[src/rtl/gray_decoder_if.sv]
// Gray decoder sample/result bundle. Dir exists only when GRAY_DEC_BIDIR_EN is defined.
interface gray_decoder_if #(
    parameter int unsigned WIDTH     = 3,
    parameter int unsigned CNT_WIDTH = 8
) ();
    logic                 Valid;
    logic [WIDTH-1:0]     In;
    logic [WIDTH-1:0]     Binary;
    logic                 Step;
    logic                 Wrap;
    logic [CNT_WIDTH-1:0] WrapCount;
    logic                 Error;
    logic                 Synced;
`ifdef GRAY_DEC_BIDIR_EN
    logic                 Dir;
`endif

    modport master (
        output Valid, In,
        input  Binary, Step, Wrap, WrapCount, Error, Synced
`ifdef GRAY_DEC_BIDIR_EN
        , input Dir
`endif
    );

    modport slave (
        input  Valid, In,
        output Binary, Step, Wrap, WrapCount, Error, Synced
`ifdef GRAY_DEC_BIDIR_EN
        , output Dir
`endif
    );
endinterface

[src/rtl/gray_decoder.sv]
// Gray-to-binary decoder with single-step integrity monitor and wrap counter.
// Define GRAY_DEC_BIDIR_EN to accept -1 steps and expose the Dir output.
module gray_decoder #(
    parameter int unsigned WIDTH     = 3,
    parameter int unsigned CNT_WIDTH = 8
) (
    input  logic           Clk,
    input  logic           Reset,
    gray_decoder_if.slave  bus
);
    typedef enum logic [1:0] {
        SYNC  = 2'd0,
        TRACK = 2'd1,
        ERR   = 2'd2
    } state_e;

    state_e               state_q;
    logic [WIDTH-1:0]     bin_d;
    logic [WIDTH-1:0]     prev_q;
    logic [WIDTH-1:0]     binary_q;
    logic [WIDTH-1:0]     prev_inc;
    logic                 step_q;
    logic                 wrap_q;
    logic [CNT_WIDTH-1:0] wrap_cnt_q;
    logic                 error_q;
    logic                 synced_q;
    logic                 wrap_up;
`ifdef GRAY_DEC_BIDIR_EN
    logic [WIDTH-1:0]     prev_dec;
    logic                 wrap_dn;
    logic                 dir_q;
`endif

    // Binary bit i is the XOR of Gray bits WIDTH-1..i, built as XOR of right shifts.
    always_comb begin
        bin_d = bus.In;
        for (int unsigned k = 1; k < WIDTH; k++) begin
            bin_d = bin_d ^ (bus.In >> k);
        end
    end

    always_comb begin
        prev_inc = prev_q + 1'b1;
        wrap_up  = (prev_q == '1) && (bin_d == '0);
    end

`ifdef GRAY_DEC_BIDIR_EN
    always_comb begin
        prev_dec = prev_q - 1'b1;
        wrap_dn  = (prev_q == '0) && (bin_d == '1);
    end
`endif

    always_ff @(posedge Clk) begin
        if (Reset) begin
            state_q    <= SYNC;
            prev_q     <= '0;
            binary_q   <= '0;
            step_q     <= 1'b0;
            wrap_q     <= 1'b0;
            wrap_cnt_q <= '0;
            error_q    <= 1'b0;
            synced_q   <= 1'b0;
`ifdef GRAY_DEC_BIDIR_EN
            dir_q      <= 1'b0;
`endif
        end else begin
            step_q <= 1'b0;
            wrap_q <= 1'b0;
            if (bus.Valid) begin
                case (state_q)
                    SYNC: begin
                        binary_q <= bin_d;
                        prev_q   <= bin_d;
                        synced_q <= 1'b1;
                        state_q  <= TRACK;
                    end
                    TRACK: begin
                        // An unchanged sample is a stalled counter and is ignored.
                        if (bin_d != prev_q) begin
                            binary_q <= bin_d;
                            prev_q   <= bin_d;
                            if (bin_d == prev_inc) begin
                                step_q <= 1'b1;
`ifdef GRAY_DEC_BIDIR_EN
                                dir_q  <= 1'b1;
`endif
                                if (wrap_up) begin
                                    wrap_q <= 1'b1;
                                    if (wrap_cnt_q != '1) begin
                                        wrap_cnt_q <= wrap_cnt_q + 1'b1;
                                    end
                                end
`ifdef GRAY_DEC_BIDIR_EN
                            end else if (bin_d == prev_dec) begin
                                step_q <= 1'b1;
                                dir_q  <= 1'b0;
                                if (wrap_dn) begin
                                    wrap_q <= 1'b1;
                                    if (wrap_cnt_q != '1) begin
                                        wrap_cnt_q <= wrap_cnt_q + 1'b1;
                                    end
                                end
`endif
                            end else begin
                                error_q <= 1'b1;
                                state_q <= ERR;
                            end
                        end
                    end
                    ERR: begin
                        binary_q <= bin_d;
                        prev_q   <= bin_d;
                    end
                    default: begin
                        state_q <= SYNC;
                    end
                endcase
            end
        end
    end

    assign bus.Binary    = binary_q;
    assign bus.Step      = step_q;
    assign bus.Wrap      = wrap_q;
    assign bus.WrapCount = wrap_cnt_q;
    assign bus.Error     = error_q;
    assign bus.Synced    = synced_q;
`ifdef GRAY_DEC_BIDIR_EN
    assign bus.Dir       = dir_q;
`endif
endmodule

[src/flat_wrapper.sv]
// flat-port wrapper written by rule: the top's interface ports become plain ports
module gray_decoder_flat 
#(
    parameter int unsigned WIDTH     = 3,
    parameter int unsigned CNT_WIDTH = 8
)
  (Clk, Reset, bus_Valid, bus_In, bus_Binary, bus_Step, bus_Wrap, bus_WrapCount, bus_Error, bus_Synced);
  gray_decoder_if #(.WIDTH(WIDTH), .CNT_WIDTH(CNT_WIDTH)) bus_i ();
  input  logic Clk;
  input  logic Reset;
  input wire logic [$bits(bus_i.Valid)-1:0] bus_Valid;
  input wire logic [$bits(bus_i.In)-1:0] bus_In;
  output wire logic [$bits(bus_i.Binary)-1:0] bus_Binary;
  output wire logic [$bits(bus_i.Step)-1:0] bus_Step;
  output wire logic [$bits(bus_i.Wrap)-1:0] bus_Wrap;
  output wire logic [$bits(bus_i.WrapCount)-1:0] bus_WrapCount;
  output wire logic [$bits(bus_i.Error)-1:0] bus_Error;
  output wire logic [$bits(bus_i.Synced)-1:0] bus_Synced;
  assign bus_i.Valid = bus_Valid;
  assign bus_i.In = bus_In;
  assign bus_Binary = bus_i.Binary;
  assign bus_Step = bus_i.Step;
  assign bus_Wrap = bus_i.Wrap;
  assign bus_WrapCount = bus_i.WrapCount;
  assign bus_Error = bus_i.Error;
  assign bus_Synced = bus_i.Synced;
  gray_decoder #(.WIDTH(WIDTH), .CNT_WIDTH(CNT_WIDTH)) u_core (.Clk(Clk), .Reset(Reset), .bus(bus_i));
endmodule
[config.mk]
export PLATFORM = sky130hd
export DESIGN_NAME = gray_decoder_flat
export DESIGN_NICKNAME = d
export VERILOG_FILES = /design/src/rtl/gray_decoder_if.sv /design/src/rtl/gray_decoder.sv /design/src/flat_wrapper.sv
export SDC_FILE = /design/constraint.sdc
export NUM_CORES = 1
export LEC_CHECK = 0
export CORE_MARGIN = 2
export CORE_UTILIZATION = 40
export CTS_CLUSTER_DIAMETER = 150
export DETAILED_ROUTE_END_ITERATION = 7
export PLACE_DENSITY = 0.77
export SYNTH_ARGS = -nofsm -noshare
export SYNTH_HDL_FRONTEND = slang
export SYNTH_SLANG_ARGS = --single-unit
[constraint.sdc]
create_clock -name Clk -period 2.78 [get_ports Clk]
set_clock_uncertainty 0.05 [all_clocks]
set_input_delay 0.417 -clock Clk [delete_from_list [all_inputs] [get_ports Clk]]
set_output_delay 0.417 -clock Clk [all_outputs]
set_load 0.02 [all_outputs]
==> summary.txt, run 1 <==
H-tree levels: 1
Nets: 148
Largest delay share family, worst path: simple AND/OR/NAND/NOR gates
Design area: 1300 µm²
Async SR Flop Fraction: 0%
XOR/XNOR Fraction of Synth Area: 2.54%
Hold wc startpoint: u_core.bus.Error
Final wirelength: 2.16 mm
CP Launch Type: flip-flop
Worst setup margin: 187 ps
Root Buffer: clkbuf_4
Synth Warn #: 0
Crit path max fanout: 13
Crit path largest cell delay: 500 ps
Worst slew margin: 50.5%
Mux cell area share after synthesis: 4.11%
Pins Over Slew Limit: 0
Vias: 943
Post-Place Setup Slack: 46.9 ps
Vias in the first global route: 849
Placed insts: 164
Total negative slack: 0 ps
Reg clk slew, reported paths: 100 ps
CTS tree: yes
GR Util All Layers: 16.7%
Endpoints failing setup: 0
Hold Slack: 400 ps
Syn avg cell area: 9.25 µm²
Total power: 533 µW
Prevailing post-synth register cell: dfxtp_1
Netlist cell types: 41
Synthesized flop and latch total: 17
Hold WC Path Type: flip-flop to flip-flop
Largest net degree at the start of global routing: 17
Cts bufs inserted: 3
Synth Net Count: 121
Min Tclk post-route: 2590 ps
CP startpoint: u_core.prev_q[0]
Hold-fix buffers at CTS: 0
Crit path cell chain: ha_1 -> ha_1 -> or4_1 -> a21oi_2 -> nor2_1 -> nor4_2 -> mux2_2
Die height: 54.9 µm
DIE WIDTH: 54.9 µm
PD cells: 410 nW/µm²
Starting Density: 42.2%
Row Count: 18
Met2 Use GR: 29.6%
Initial antenna violation count: 0
CP max-delay cell: or4_1
RSZ-0062 raised after global routing: no
Initial drt markers: 9
Core box area: 2450 µm²
Num Clock Sinks: 17
Grt met1 use: 19.1%
GP Congestion: 0.837
FMAX: 386 MHz
Post-route ant nets: 0
Drt first pass iters: 4
Clock buffer depth: 2
CP Buf/Inv Count: 0
Synth Area in Adders: 3.62%
Clk_lat worst skew: 300 ps
Final hold viol count: 0
Post-DP Area: 1260 µm²
IO Pins: 21
Number of antenna diodes: 0
Worst Setup End Kind: flip-flop
Fin util: 53.0%
Met3 track demand over resource: 2.42%
EDFF count, synth: 0
Wire length per cell: 12.9 µm
# Max-Cap Violations: 0
CP arrival: 2740 ps
Combinational family with the most area after synthesis: simple AND/OR/NAND/NOR gates
DRC errors left: 0
Buffers added on ports: 20
Synth-to-layout area growth: 25.5%
WP data required: 2930 ps
Synth Area in Simple Gates: 25.8%
Die area: 3010 µm²
Global-route wire length before repair: 3.57 mm
Outcome: complete, no violations
Via density: 5.61
Post-Syn Area: 1040 µm²
Critical R2R Launch: u_core.prev_q[0]
Pleak: 0.492 nW
Final HPWL DP: 1.65 mm
Slew @ Worst Pin: 740 ps
Gr busiest metal: met2
VDD IR-drop max: 307 µV
GRT overflow: 0
Worst Path Class, Setup: flip-flop to flip-flop
Period utilization: 93.3%
Compound-Gate Fraction of Synth Area: 22.9%
Most used cell along the critical path: ha_1
Final non-filler cell total: 168
Sequential area share after synthesis: 32.9%
Share of cells above drive strength 1: 17.4%
Mapped Cells: 112
## layout make-up
cell class	instances	area (µm²)
fillers	230	1150
well taps	30	37.5
clock inverters	1	5.00
repair buffers	28	260
inverters	4	15.0
clock buffers	3	22.5
flip-flops and latches	17	342
multi-input cells	85	618
## worst reg2reg max path: stages (launching register included)
cell	delay [ps]
dfxtp_1	360
ha_1	210
ha_1	310
or4_1	500
a21oi_2	180
nor2_1	190
nor4_2	330
mux2_2	360
## flip-flops by register name, indices dropped and copies added, names as in the netlist
signal	count
u_core.bus.WrapCount	8
u_core.prev_q	3
u_core.state_q	2
u_core.bus.Synced	1
u_core.bus.Step	1
u_core.bus.Error	1
u_core.bus.Wrap	1
## cell usage after synthesis (2+ instances only)
library cell / instances / area [µm²]
a21oi_1: 10 / 50.1
a41o_1: 2 / 20.0
and2_1: 2 / 12.5
buf_6: 3 / 33.8
clkbuf_8: 2 / 27.5
dfxtp_1: 17 / 340
ha_1: 3 / 37.5
inv_1: 4 / 15.0
mux2_2: 2 / 22.5
mux2i_1: 2 / 20.0
nand2_1: 8 / 30.0
nand4_1: 2 / 12.5
nand4b_1: 2 / 17.5
nor2_1: 6 / 22.5
nor2b_1: 6 / 37.5
nor4_1: 2 / 12.5
o221ai_1: 3 / 26.3
o311ai_0: 2 / 17.5
o31ai_1: 3 / 22.5
o41ai_1: 3 / 26.3
or2_2: 4 / 25.0
or4_1: 4 / 30.0
xnor2_1: 2 / 17.5
## cell families after synthesis
group           count (synthesis)
fa+ha+maj                       3
flops                          17
xor+xnor                        3
compound gates                 31
mux                             4
buf+inv                        10
simple gates                   44
## metal layers
layer	wire (µm)	vias to the layer above	part of all wire, %
met1	955	428	44
li1	-	485	-
met4	50	0	2.3
met5	0	-	0
met3	100	5	4.6
met2	1050	25	49
## final timing paths
| check | endpoint | slack (ps) | cells past startpoint |
|---|---|---|---|
| max | u_core.bus.WrapCount[6] | 190 | 7 |
| max reg2reg | u_core.bus.WrapCount[6] | 190 | 7 |
| min reg2reg | u_core.bus.Error | 400 | 2 |
| min | u_core.bus.Error | 400 | 2 |
## where the power goes
group | switching (mW) | leakage, nW | total [mW] | internal [mW]
registers | 0.0111 | 0.139 | 0.265 | 0.254
clock network | 0.0825 | 0.0177 | 0.136 | 0.0536
logic | 0.0695 | 0.336 | 0.131 | 0.0616
total | 0.163 | 0.492 | 0.533 | 0.370
## repair_timing
item | in CTS | in global routing
setup buffers | 0 | 0
resized for setup | 0 | 2
setup endpoints to repair | 0 | 3
## cells in the final DEF, fill, tap and decap left out, types with 2 or more instances in the layout
| master | count |
|---|---|
| clkdlybuf4s50_1 | 20 |
| dfxtp_1 | 16 |
| a21oi_1 | 10 |
| nand2_1 | 8 |
| buf_4 | 8 |
| nor2b_1 | 6 |
| nor2_1 | 6 |
| or2_2 | 4 |
| or4_1 | 4 |
| inv_1 | 4 |
| o221ai_1 | 3 |
| o41ai_1 | 3 |
| o31ai_1 | 3 |
| ha_1 | 3 |
| clkbuf_4 | 3 |
| xnor2_1 | 2 |
| mux2i_1 | 2 |
| and2_1 | 2 |
| nand4b_1 | 2 |
| mux2_2 | 2 |
| o311ai_0 | 2 |
| a41o_1 | 2 |
| nand4_1 | 2 |
Note: power is estimated with default switching activity, not from simulation.
==> run 2, diff against run 1 <==
--- a/config.mk
+++ b/config.mk
@@ -5,7 +5,7 @@
 export SDC_FILE = /design/constraint.sdc
 export NUM_CORES = 1
 export LEC_CHECK = 0
-export CORE_MARGIN = 2
+export CORE_MARGIN = 3
 export CORE_UTILIZATION = 40
 export CTS_CLUSTER_DIAMETER = 150
 export DETAILED_ROUTE_END_ITERATION = 7
==> summary.txt, run 2 (same netlist as run 1, synthesis figures left out) <==
Reg2Reg Depth: 7 (unchanged)
Most used cell along the critical path: ha_1 (unchanged)
Total negative slack: 0 ps (unchanged)
Crit path cell chain: ha_1 -> ha_1 -> or4_1 -> a21oi_2 -> nor2_1 -> nor4_2 -> mux2_2 (unchanged)
CP Buf/Inv Count: 0 (unchanged)
Worst setup margin: 174 ps (was 187 ps)
GRT overflow: 0 (unchanged)
GP Congestion: 0.842 (was 0.837)
Row Count: 17 (was 18)
Clk_lat worst skew: 300 ps (about the same)
Most frequent cells in the layout: 20 x clkdlybuf4s50_1, 16 x dfxtp_1, 10 x a21oi_1, 8 x nand2_1, 8 x buf_4 (unchanged)
GR Util All Layers: 15.3% (was 16.7%)
Pint: 371 µW (was 370 µW)
H-tree levels: 1 (unchanged)
Register area: 342 µm² (unchanged)
Die height: 56.9 µm (was 54.9 µm)
Share of cells above drive strength 1: 17.4% (unchanged)
IO Pins: 21 (unchanged)
Cts bufs inserted: 3 (unchanged)
Endpoints failing setup: 0 (unchanged)
Hold wc startpoint: u_core.bus.Error (unchanged)
Worst hold path depth: 2 (unchanged)
Cts repair resizes: 0 (unchanged)
Via density: 5.80 (was 5.61)
Reg clk slew, reported paths: 100 ps (about the same)
Largest net degree at the start of global routing: 18 (was 17)
Initial drt markers: 17 (was 9)
Hold endpoint: u_core.bus.Error (unchanged)
Worst Path Class, Setup: flip-flop to flip-flop (unchanged)
Vias: 963 (was 943)
Global-route wire length before repair: 3.86 mm (was 3.57 mm)
RR Endpoint: u_core.bus.WrapCount[6] (unchanged)
Commonest non-fill, non-tap cell in the layout: clkdlybuf4s50_1 (unchanged)
Final HPWL DP: 1.76 mm (was 1.65 mm)
Number of antenna diodes: 0 (unchanged)
Buffers added on ports: 20 (unchanged)
Num Clock Sinks: 17 (unchanged)
Min Tclk post-route: 2610 ps (was 2590 ps)
Post-route ant nets: 0 (unchanged)
Final hold viol count: 0 (unchanged)
Clock buffer depth: 2 (unchanged)
CP arrival: 2740 ps (about the same)
# Max-Cap Violations: 0 (unchanged)
Clock power frac: 24.7% (was 25.5%)
Outcome: complete, no violations (unchanged)
Hold-fix buffers at CTS: 0 (unchanged)
Sw Pwr: 162 µW (was 163 µW)
RSZ-0062 raised after global routing: no (unchanged)
Slew @ Worst Pin: 639 ps (was 740 ps)
Max FFs per register: 8 (unchanged)
WP data required: 2920 ps (was 2930 ps)
FF-to-FF setup slack: 170 ps (was 190 ps)
Starting Density: 44.3% (was 42.2%)
Synth-to-layout area growth: 25.2% (was 25.5%)
Seq pwr share: 49.8% (about the same)
Post-Place Setup Slack: -6.22 ps (was 46.9 ps)
Comb pwr share: 25.5% (was 24.6%)
Switching share of total power: 30.4% (was 30.6%)
DIE WIDTH: 56.9 µm (was 54.9 µm)
Wire length per cell: 14.0 µm (was 12.9 µm)
Postcts setup bufs: 0 (unchanged)
Hold WC Path Type: flip-flop to flip-flop (unchanged)
Drt first pass iters: 4 (unchanged)
Largest delay share family, worst path: simple AND/OR/NAND/NOR gates (unchanged)
Nets: 148 (unchanged)
Total power: 533 µW (about the same)
PD cells: 411 nW/µm² (was 410 nW/µm²)
Crit path max fanout: 11 (was 13)
DRC errors left: 0 (unchanged)
Root Buffer: clkbuf_4 (unchanged)
Initial antenna violation count: 0 (unchanged)
Worst Setup End Kind: flip-flop (unchanged)
CP Launch Type: flip-flop (unchanged)
Fillers: 236 (was 230)
Period utilization: 93.7% (was 93.3%)
Die area: 3240 µm² (was 3010 µm²)
Worst slew margin: 57.2% (was 50.5%)
Critical R2R Launch: u_core.prev_q[0] (unchanged)
FMAX: 384 MHz (was 386 MHz)
Crit path largest cell delay: 510 ps (was 500 ps)
Core box area: 2340 µm² (was 2450 µm²)
Final wirelength: 2.32 mm (was 2.16 mm)
Pins Over Slew Limit: 0 (unchanged)
Vias in the first global route: 861 (was 849)
CP max-delay cell: or4_1 (unchanged)
Pleak: 0.492 nW (about the same)
Multi-input logic area: 618 µm² (unchanged)
CTS tree: yes (unchanged)
VDD IR-drop max: 322 µV (was 307 µV)
-- run 2: cell counts in the layout (fill, tap and decap cells not counted) --
No cell type changed its count.
-- run 2: layout make-up --
class                   count  share of cell area (%)
clock inverters             1                   0.386
flip-flops and latches     17                    26.3
clock buffers               3                    1.74
inverters                   4                    1.16
multi-input cells          85                    47.6
well taps                  28                    2.70
repair buffers             28                    20.1
-- run 2: power by group through the flow --
stage	Clock, mW	Sequential (mW)	Combinational (mW)
after floorplan	0	0.278	0.0850
after global placement	0	0.270	0.131
after detailed placement	0	0.271	0.135
after CTS	0.138	0.265	0.136
after global routing	0.151	0.267	0.149
final	0.132	0.265	0.136
-- run 2: through the flow --
stage	instances	utilization [%]	instance area, µm²	hold slack [ps]
after floorplan	112	-	1040	397
after global placement	162	54.0	1260	387
after detailed placement	162	54.0	1260	395
after CTS	166	55.1	1290	411
after global routing	166	55.5	1300	430
final	166	55.5	1300	405
-- run 2: worst max-delay path by stage --
stage,cells past startpoint,startpoint,to
2_1_floorplan,7,u_core.prev_q[1],u_core.bus.WrapCount[6]
3_3_place_gp,6,bus_In[1],u_core.bus.WrapCount[6]
3_5_place_dp,6,bus_In[1],u_core.bus.WrapCount[6]
4_1_cts,7,u_core.prev_q[1],u_core.bus.WrapCount[6]
5_1_grt,7,u_core.prev_q[0],u_core.bus.WrapCount[6]
6_report,7,u_core.prev_q[0],u_core.bus.WrapCount[6]
-- run 2: tightest hold or removal path, stage by stage (launching register included) --
cell     delay, ps
dfxtp_1        320
inv_1           50
a21oi_1         50
-- run 2: per-layer routing --
layer  wire length [µm]  GRT usage, %  up-vias
met2               1050          23.8       25
met1               1110          18.9      449
met5                  0             0        -
li1                   -             -      483
met3                 97          2.76        6
met4                 63          9.93        0
